`src/rtl/sd_register_bank.sv`:
```
// rtl/sd_register_bank.sv - SD host register bank with RW/RO/W1C registers and a req/ack host bus
// Holds a bank of NUM_REGS registers and raises irq while any sticky event bit is set.
module sd_register_bank #(
  parameter int                          DATA_W    = 8,
  parameter int                          ADDR_W    = 8,
  parameter int                          NUM_REGS  = 16,
  parameter logic [NUM_REGS-1:0]         RO_MASK   = '0,
  parameter logic [NUM_REGS-1:0]         W1C_MASK  = '0,
  parameter logic [NUM_REGS*DATA_W-1:0]  RESET_VAL = '0
) (
  input  logic                          clk_i,
  input  logic                          reset_i,
  input  logic                          req_i,
  input  logic                          wnr_i,
  input  logic [ADDR_W-1:0]             address_i,
  input  logic [DATA_W-1:0]             data_in_i,
  output logic [DATA_W-1:0]             data_out_o,
  output logic                          ack_o,
  output logic                          err_o,
  input  logic [NUM_REGS*DATA_W-1:0]    hw_val_i,
  input  logic [NUM_REGS*DATA_W-1:0]    hw_set_i,
  output logic [NUM_REGS*DATA_W-1:0]    regs_out_o,
  output logic                          irq_o
);

  localparam logic [1:0] ST_IDLE = 2'd0;
  localparam logic [1:0] ST_EXEC = 2'd1;
  localparam logic [1:0] ST_DONE = 2'd2;

  logic [1:0]        state_q, state_d;
  logic              wnr_q, wnr_d;
  logic [ADDR_W-1:0] addr_q, addr_d;
  logic [DATA_W-1:0] wdata_q, wdata_d;
  logic              ack_q, ack_d;
  logic              err_q, err_d;
  logic [DATA_W-1:0] rdata_q, rdata_d;

  logic [DATA_W-1:0] regs_q [NUM_REGS];
  logic [DATA_W-1:0] regs_d [NUM_REGS];

  logic [NUM_REGS-1:0] hit;
  logic                in_range;
  logic                ro_hit;
  logic                wr_en;
  logic [DATA_W-1:0]   rd_val;

  // One-hot decode of the latched address; no hit bit means out of range.
  always_comb begin
    hit = '0;
    for (int i = 0; i < NUM_REGS; i++) begin
      hit[i] = (addr_q == ADDR_W'(i));
    end
  end

  assign in_range = |hit;
  assign ro_hit   = |(hit & RO_MASK);
  assign wr_en    = (state_q == ST_EXEC) && wnr_q;

  // Hardware updates run every cycle; a bus write only lands during EXEC.
  always_comb begin
    for (int i = 0; i < NUM_REGS; i++) begin
      regs_d[i] = regs_q[i];
      if (RO_MASK[i]) begin
        regs_d[i] = hw_val_i[i*DATA_W +: DATA_W];
      end else if (W1C_MASK[i]) begin
        if (wr_en && hit[i]) begin
          regs_d[i] = (regs_q[i] & ~wdata_q) | hw_set_i[i*DATA_W +: DATA_W];
        end else begin
          regs_d[i] = regs_q[i] | hw_set_i[i*DATA_W +: DATA_W];
        end
      end else if (wr_en && hit[i]) begin
        regs_d[i] = wdata_q;
      end
    end
  end

  // Reads return the value the register takes at the EXEC edge.
  always_comb begin
    rd_val = '0;
    for (int i = 0; i < NUM_REGS; i++) begin
      if (hit[i]) begin
        rd_val = regs_d[i];
      end
    end
  end

  always_comb begin
    state_d = state_q;
    wnr_d   = wnr_q;
    addr_d  = addr_q;
    wdata_d = wdata_q;
    ack_d   = ack_q;
    err_d   = err_q;
    rdata_d = rdata_q;
    case (state_q)
      ST_IDLE: begin
        if (req_i) begin
          wnr_d   = wnr_i;
          addr_d  = address_i;
          wdata_d = data_in_i;
          state_d = ST_EXEC;
        end
      end
      ST_EXEC: begin
        ack_d   = 1'b1;
        state_d = ST_DONE;
        if (!in_range) begin
          err_d   = 1'b1;
          rdata_d = '0;
        end else if (wnr_q) begin
          err_d   = ro_hit;
          rdata_d = '0;
        end else begin
          err_d   = 1'b0;
          rdata_d = rd_val;
        end
      end
      ST_DONE: begin
        if (!req_i) begin
          ack_d   = 1'b0;
          err_d   = 1'b0;
          state_d = ST_IDLE;
        end
      end
      default: begin
        ack_d   = 1'b0;
        err_d   = 1'b0;
        state_d = ST_IDLE;
      end
    endcase
  end

  always_ff @(posedge clk_i or posedge reset_i) begin
    if (reset_i) begin
      state_q <= ST_IDLE;
      wnr_q   <= 1'b0;
      addr_q  <= '0;
      wdata_q <= '0;
      ack_q   <= 1'b0;
      err_q   <= 1'b0;
      rdata_q <= '0;
      for (int i = 0; i < NUM_REGS; i++) begin
        regs_q[i] <= RESET_VAL[i*DATA_W +: DATA_W];
      end
    end else begin
      state_q <= state_d;
      wnr_q   <= wnr_d;
      addr_q  <= addr_d;
      wdata_q <= wdata_d;
      ack_q   <= ack_d;
      err_q   <= err_d;
      rdata_q <= rdata_d;
      for (int i = 0; i < NUM_REGS; i++) begin
        regs_q[i] <= regs_d[i];
      end
    end
  end

  always_comb begin
    irq_o = 1'b0;
    for (int i = 0; i < NUM_REGS; i++) begin
      if (W1C_MASK[i]) begin
        irq_o = irq_o | (|regs_q[i]);
      end
    end
  end

  genvar g;
  generate
    for (g = 0; g < NUM_REGS; g++) begin : g_out
      assign regs_out_o[g*DATA_W +: DATA_W] = regs_q[g];
    end
  endgenerate

  assign data_out_o = rdata_q;
  assign ack_o      = ack_q;
  assign err_o      = err_q;

endmodule

```
`config.mk`:
```
export PLATFORM = sky130hd
export DESIGN_NAME = sd_register_bank
export DESIGN_NICKNAME = d
export VERILOG_FILES = /design/src/rtl/sd_register_bank.sv
export SDC_FILE = /design/constraint.sdc
export NUM_CORES = 1
export LEC_CHECK = 0
export ABC_AREA = 1
export BUFFER_PORTS_ARGS = -buffer_cell sky130_fd_sc_hd__buf_4
export CORE_AREA = 2 2 160 162
export CTS_BUF_LIST = sky130_fd_sc_hd__clkbuf_2 sky130_fd_sc_hd__clkbuf_4 sky130_fd_sc_hd__clkbuf_8
export DETAILED_ROUTE_END_ITERATION = 12
export DIE_AREA = 0 0 162 164
export PLACE_DENSITY_LB_ADDON = 0.08
export RECOVER_POWER = 50
export SYNTH_ARGS = -nofsm -noshare
export SYNTH_HDL_FRONTEND = slang
export SYNTH_SLANG_ARGS = --single-unit
```
`constraint.sdc`:
```
create_clock -name clk_i -period 13.67 [get_ports clk_i]
set_input_delay 1.367 -clock clk_i [delete_from_list [all_inputs] [get_ports clk_i]]
set_output_delay 1.367 -clock clk_i [all_outputs]
set_load 0.05 [all_outputs]
```
==> results of run 1 <==
-- cells by family after synthesis --
kind of cell | share of synthesized area, %
simple gates | 26.5
other cells | 0.0490
compound gates | 11.8
buf+inv | 10.3
flops | 51.3
-- cells in the final DEF, fill, tap and decap left out --
cell type	n
sky130_fd_sc_hd__and2_0	10
sky130_fd_sc_hd__and2_1	6
sky130_fd_sc_hd__buf_4	111
sky130_fd_sc_hd__bufinv_16	1
sky130_fd_sc_hd__clkbuf_1	46
sky130_fd_sc_hd__clkbuf_4	2
sky130_fd_sc_hd__clkbuf_8	19
sky130_fd_sc_hd__clkinv_1	1
sky130_fd_sc_hd__clkinv_2	1
sky130_fd_sc_hd__clkinv_4	2
sky130_fd_sc_hd__clkinvlp_2	1
sky130_fd_sc_hd__clkinvlp_4	6
sky130_fd_sc_hd__conb_1	1
sky130_fd_sc_hd__dfrtp_1	157
sky130_fd_sc_hd__diode_2	2
sky130_fd_sc_hd__inv_1	150
sky130_fd_sc_hd__inv_2	2
sky130_fd_sc_hd__inv_4	1
sky130_fd_sc_hd__inv_6	2
sky130_fd_sc_hd__nand2_1	302
sky130_fd_sc_hd__nand2_4	2
sky130_fd_sc_hd__nand3_1	57
sky130_fd_sc_hd__nand3_4	1
sky130_fd_sc_hd__nand4_1	16
sky130_fd_sc_hd__nor2_1	45
sky130_fd_sc_hd__nor2_2	7
sky130_fd_sc_hd__nor2_4	6
sky130_fd_sc_hd__nor2_8	2
sky130_fd_sc_hd__nor3_1	2
sky130_fd_sc_hd__nor3_2	1
sky130_fd_sc_hd__o211ai_1	21
sky130_fd_sc_hd__o21a_1	17
sky130_fd_sc_hd__o21ai_0	118
sky130_fd_sc_hd__o21ai_1	5
-- flip-flops by register name, summed over array words and instances, names as in the netlist --
register	count
addr_q	8
data_out_o	8
wnr_q	1
wdata_q	8
err_o	1
regs_out_o	128
ack_o	1
state_q	2
-- report_power, final --
group	internal, mW	switching (mW)	total (mW)
clock network	0.154	0.192	0.346
registers	0.567	0.132	0.700
logic	0.164	0.587	0.751
-- critical path: stages, from the launching register on --
cell and delay (ps):
sky130_fd_sc_hd__dfrtp_1 400, sky130_fd_sc_hd__clkinv_1 60, sky130_fd_sc_hd__nand2_1 290, sky130_fd_sc_hd__nor2_4 170
sky130_fd_sc_hd__clkbuf_1 1520, sky130_fd_sc_hd__inv_2 720, sky130_fd_sc_hd__nor2_4 560, sky130_fd_sc_hd__nand2_1 120
sky130_fd_sc_hd__o211ai_1 120, sky130_fd_sc_hd__nand4_1 150, sky130_fd_sc_hd__nor2_1 290, sky130_fd_sc_hd__nand4_1 300
sky130_fd_sc_hd__nor2_1 160, sky130_fd_sc_hd__nand3_1 120, sky130_fd_sc_hd__nand2_1 90, sky130_fd_sc_hd__nand2_1 60
sky130_fd_sc_hd__nand2_1 70, sky130_fd_sc_hd__nand2_1 50
-- final timing paths --
path	startpoint	to	slack [ps]	cells after the start
setup reg to reg	state_q[1]	data_out_o[4]	8270	17
hold / removal	data_out_o[7]	data_out_o[7]	490	2
setup / recovery	state_q[1]	data_out_o[4]	8270	17
min in group asynchronous	reset_i	addr_q[5]	2130	2
max in group asynchronous	reset_i	regs_out_o[65]	9250	3
hold reg to reg	data_out_o[7]	data_out_o[7]	490	2
-- layer usage --
| layer | track usage [%] | vias up | part of all wire (%) |
|---|---|---|---|
| li1 | - | 3322 | - |
| met1 | 29.2 | 3236 | 46 |
| met2 | 32.2 | 201 | 42 |
| met3 | 8.31 | 34 | 8.9 |
| met4 | 7.96 | 0 | 2.8 |
| met5 | 0 | - | 0 |
-- metrics by stage --
| stage | cells | util (%) | setup slack (ps) | hold WS, ps | cell area (µm²) |
|---|---|---|---|---|---|
| final | 1453 | 37.2 | 8270 | 492 | 9230 |
| after global routing | 1451 | 37.2 | 7700 | 503 | 9230 |
| after CTS | 1451 | 38.0 | 9920 | 499 | 9440 |
| after detailed placement | 1420 | 36.5 | 9940 | 466 | 9060 |
| after global placement | 1420 | 36.5 | 9960 | 470 | 9060 |
| after floorplan | 971 | - | 8070 | 469 | 7650 |
-- layout make-up --
cell class	count	area, µm²
multi-input cells	619	2900
flip-flops and latches	157	3930
inverters	155	586
clock buffers	19	262
repair buffers	159	1020
fillers	2740	15600
clock inverters	12	115
well taps	330	413
diodes	2	5.00
==> flow_summary.yaml, run 1 <==
run_status:
  run_status: "finished, violations left"
  violations: "max-capacitance violations, max-slew violations"
worst_setup_path:
  start_kind: "flop"
  critPathArrivalTime_ps: 5760
  path_class: "reg -> reg"
  worstPathMaxFanout: 41
  worst_path_required_ps: 14030
  critical_path.endpoint_type: "flop"
route:
  number_of_drc_markers_after_the_initial_detailed_route_iteration: 498
  routed_wirelength_mm: 28.5
  post_drt_via_cell_ratio: 4.68
  drt-pass1-iter-count: 4
  dr_total_vias: 6793
  antenna_left: 0
  drt_drc_violations_left: 0
  drt-wirelength-per-cell_um: 19.6
placement:
  hpwl_mm: 20.5
  port-buffer-count: 157
  place_congestion: 0.823
sta:
  tightestPinTransition_ps: 4100
  final_hold_viol_count: 0
  final-max-slew-violation-count: 132
  min_period_ps: 5400
  timing.clock.skew_ps: 14.3
  fmaxAchievable_ghz: 0.185
  min_period_over_period_pct: 39.5
  rsz_0062_raised_after_global_routing: "no"
  finalSetupViolCount: 0
  maxSlewHeadroom_pct: -175
  setup_tns_ps: 0
logic_synthesis:
  edff_count_synth: 0
  post_synth_main_area_contributors: "sky130_fd_sc_hd__dfrtp_1 51%, sky130_fd_sc_hd__nand2_1 14%, sky130_fd_sc_hd__inv_1 7.4%"
  synth_seq_cells: 157
  yosysTopAreaCellShare_pct: 51.3
  leading_register_cell_type_out_of_synthesis: "sky130_fd_sc_hd__dfrtp_1"
  yosys_warnings: 0
  synth_seq_area_share_pct: 51.3
  netlist-cell-type-count: 26
  yosys_top_cell_by_area: "sky130_fd_sc_hd__dfrtp_1"
  syn_nets: 1247
  post_synth.cell_area_avg_um2: 7.88
  post_synth_instance_area_um2: 7650
  async_reset_ff_share_pct: 100
  postSynthCellCount: 971
  synth.most_common_cell: "sky130_fd_sc_hd__nand2_1"
  yosys-top-cells-count: "294 x sky130_fd_sc_hd__nand2_1, 157 x sky130_fd_sc_hd__dfrtp_1, 151 x sky130_fd_sc_hd__inv_1, 103 x sky130_fd_sc_hd__o21ai_0, 57 x sky130_fd_sc_hd__nand3_1"
die:
  floorplan.initialDensity_pct: 30.8
  fp.dieArea_um2: 26600
  fp.coreArea_um2: 24800
  height_of_the_die_um: 164
  die_width_um: 162
  placement_rows: 58
  io-pin-count: 415
clock_tree:
  worstSkewPairLatency_ps: 470
  path_clk_slew_ps: 90
  tritoncts: "yes"
  postCtsResizedCells: 0
  clock_sinks: 157
  post_cts_buffers: 0
  cts.root.buffer_cell: "sky130_fd_sc_hd__clkbuf_8"
  number_of_h_tree_levels: 4
  clockBufferDepth: 2
  cts_hold_buf: 0
  cts_inserted_buffers: 17
grt:
  grt_antenna_before_repair: 1
  wire_length_of_the_first_global_routing_pass_mm: 42.2
  first_global_vias: 6773
  globalRoute.totalOverflow: 0
  grt_max_degree: 90
  grt_util_all_layers_pct: 21.8
power:
  vdd.ir_drop.worst_mv: 0.0993
  total_design_power_mw: 1.80
  p_leak_nw: 4.92
  power.density_cell_area_nw_per_um2: 195
cells_and_area:
  area_delta_synth_final_pct: 20.6
  drive_gt1_share_pct: 14.9
  design.final.nets: 1385
job:
  max_cap_viols: 2
worst_hold_path:
  worstHoldPathType: "reg -> reg"
Power figures use the tool's default switching activity.
==> inputs of run 2 (changes only) <==
- clock period: 13.67 -> 4.6 ns (I/O delays scaled with it)
==> run 2 against run 1 <==
The run still ends with max-capacitance violations, max-slew violations left; clock power grew to 3.2 times the previous value; die area did not move; critical endpoint is now data_out_o[6]; final area grew 0.16%; maximum frequency grew 46%.
==> flow_summary.yaml, run 2 (synthesized netlist as in run 1, its figures left out) <==
worst_setup_path:
  worst-r2r-cell-count: 15
  critPathArrivalTime_ps: 4050
  start_kind: "flop"
  worstPathMaxFanout: 26
  worst_path_required_ps: 4960
  crit_path_cell_trace: "inv_1, nand2_1, nor2_4, buf_4, nand2_2, o21ai_1, nor2_1, nor2_1, nand4_1, nor2_1, nand3_1, nand2_1, nand2_1, nand2_1, nand2_1"
  crit_path_max_incr_delay_ps: 550
  cell_occurring_most_often_along_the_worst_timing_path: "sky130_fd_sc_hd__nand2_1"
  critical_path.endpoint_type: "flop"
  path_class: "reg -> reg"
  crit_slowest_cell: "sky130_fd_sc_hd__nor2_4"
route:
  antenna_left: 0
  number_of_drc_markers_after_the_initial_detailed_route_iteration: 390
  drt-wirelength-per-cell_um: 19.5
  post_drt_via_cell_ratio: 4.62
  drt-pass1-iter-count: 7
  drt_drc_violations_left: 0
  routed_wirelength_mm: 28.5
  dr_total_vias: 6732
sta:
  finalSetupViolCount: 0
  final_hold_viol_count: 0
  tightestPinTransition_ps: 1810
  fmaxAchievable_ghz: 0.271
  min_period_over_period_pct: 80.3
  final-max-slew-violation-count: 160
  setup_tns_ps: 0
  rsz_0062_raised_after_global_routing: "no"
  finalHoldWorstSlack_ps: 188
  timing.clock.skew_ps: 17.8
  maxSlewHeadroom_pct: -21.0
  min_period_ps: 3700
cells_and_area:
  layout.cells.most_common: "sky130_fd_sc_hd__nand2_1"
  regArea_um2: 3930
  area_delta_synth_final_pct: 20.8
  most-common-layout-cells: "295 x sky130_fd_sc_hd__nand2_1, 157 x sky130_fd_sc_hd__dfrtp_1, 151 x sky130_fd_sc_hd__inv_1, 103 x sky130_fd_sc_hd__o21ai_0, 96 x sky130_fd_sc_hd__buf_4"
  filler_cells_inserted: 2704
  largest_register_ffs: 128
  drive_gt1_share_pct: 14.1
  multi_input_combinational_cell_area_um2: 2930
  n_diodes: 0
  design.final.nets: 1390
die:
  height_of_the_die_um: 164
  floorplan.initialDensity_pct: 30.8
  die_width_um: 162
  io-pin-count: 415
  fp.dieArea_um2: 26600
  fp.coreArea_um2: 24800
  placement_rows: 58
power:
  p_leak_nw: 4.93
  pwr-share-comb_pct: 42.6
  clock_power_share_pct: 20.4
  vdd.ir_drop.worst_mv: 0.315
  internal_power_mw: 2.71
  netSwitchingPower_mw: 2.73
  seq_power_share_pct: 36.9
  sw_frac_of_total_pct: 50.1
  power.density_cell_area_nw_per_um2: 588
job:
  max_cap_viols: 2
run_status:
  run_status: "finished, violations left"
  violations: "max-capacitance violations, max-slew violations"
clock_tree:
  cts.root.buffer_cell: "sky130_fd_sc_hd__clkbuf_8"
  postCtsResizedCells: 0
  number_of_h_tree_levels: 4
  path_clk_slew_ps: 100
  cts_hold_buf: 0
  clock_sinks: 157
  clockBufferDepth: 2
  tritoncts: "yes"
  cts_inserted_buffers: 17
  post_cts_buffers: 0
  worstSkewPairLatency_ps: 460
placement:
  hpwl_mm: 20.6
  place_congestion: 0.822
  port-buffer-count: 157
worst_hold_path:
  worstHoldPathType: "in -> reg"
  worstHoldPathCells: 3
grt:
  grt_max_degree: 126
  grt_antenna_before_repair: 0
  first_global_vias: 6865
  grt_util_all_layers_pct: 22.0
  globalRoute.totalOverflow: 0
  wire_length_of_the_first_global_routing_pass_mm: 42.7
run 2: layout make-up:
cell class / count / share of cell area, %
Tap cell: 330 / 4.46
Inverter: 155 / 6.33
Sequential cell: 157 / 42.5
Clock buffer: 18 / 2.61
Clock inverter: 13 / 1.79
Multi-Input combinational cell: 619 / 31.7
Timing Repair Buffer: 164 / 10.6
run 2: per-layer routing:
| metal | global-route usage (%) | wire length (µm) | share of wire [%] | vias to the layer above |
|---|---|---|---|---|
| li1 | - | - | - | 3344 |
| met1 | 30.0 | 13100 | 46 | 3145 |
| met2 | 32.2 | 11800 | 41 | 220 |
| met3 | 8.69 | 2880 | 10 | 23 |
| met4 | 7.04 | 633 | 2.2 | 0 |
| met5 | 0 | 0 | 0 | - |
run 2: critical path, delay by kind of cell (launching register included):
kind / cells / cell delay (ps)
AND/OR/NAND/NOR: 12 / 2330
AO/OA/AOI/OAI: 1 / 300
flip-flops: 1 / 400
buffers and inverters: 2 / 520
run 2: path summary, 6_finish.rpt:
check / start / to / slack (ps)
setup / recovery: state_q[1] / data_out_o[6] / 900
hold / removal: address_i[6] / addr_q[6] / 190
setup reg to reg: state_q[1] / data_out_o[6] / 900
hold reg to reg: data_out_o[5] / data_out_o[5] / 480
max in group asynchronous: reset_i / regs_out_o[48] / 1720
min in group asynchronous: reset_i / addr_q[7] / 340
run 2: power by group through the flow:
stage	logic (mW)	registers (mW)	clock network [mW]
5_1_grt	2.50	2.05	1.19
4_1_cts	2.45	2.02	1.14
6_report	2.32	2.01	1.11
3_5_place_dp	2.44	2.04	0
3_3_place_gp	2.43	2.04	0
2_1_floorplan	0.827	2.70	0
run 2: through the flow:
step / cell area (µm²) / util, % / total power, mW / worst slack [ps] / std cells
finish: 9250 / 37.3 / 5.44 / 904 / 1456
global route: 9250 / 37.3 / 5.75 / 656 / 1456
CTS: 9510 / 38.3 / 5.61 / 1090 / 1456
detailed placement: 9110 / 36.7 / 4.48 / 1110 / 1425
global placement: 9110 / 36.7 / 4.47 / 1120 / 1425
floorplan: 7660 / - / 3.52 / 2150 / 971
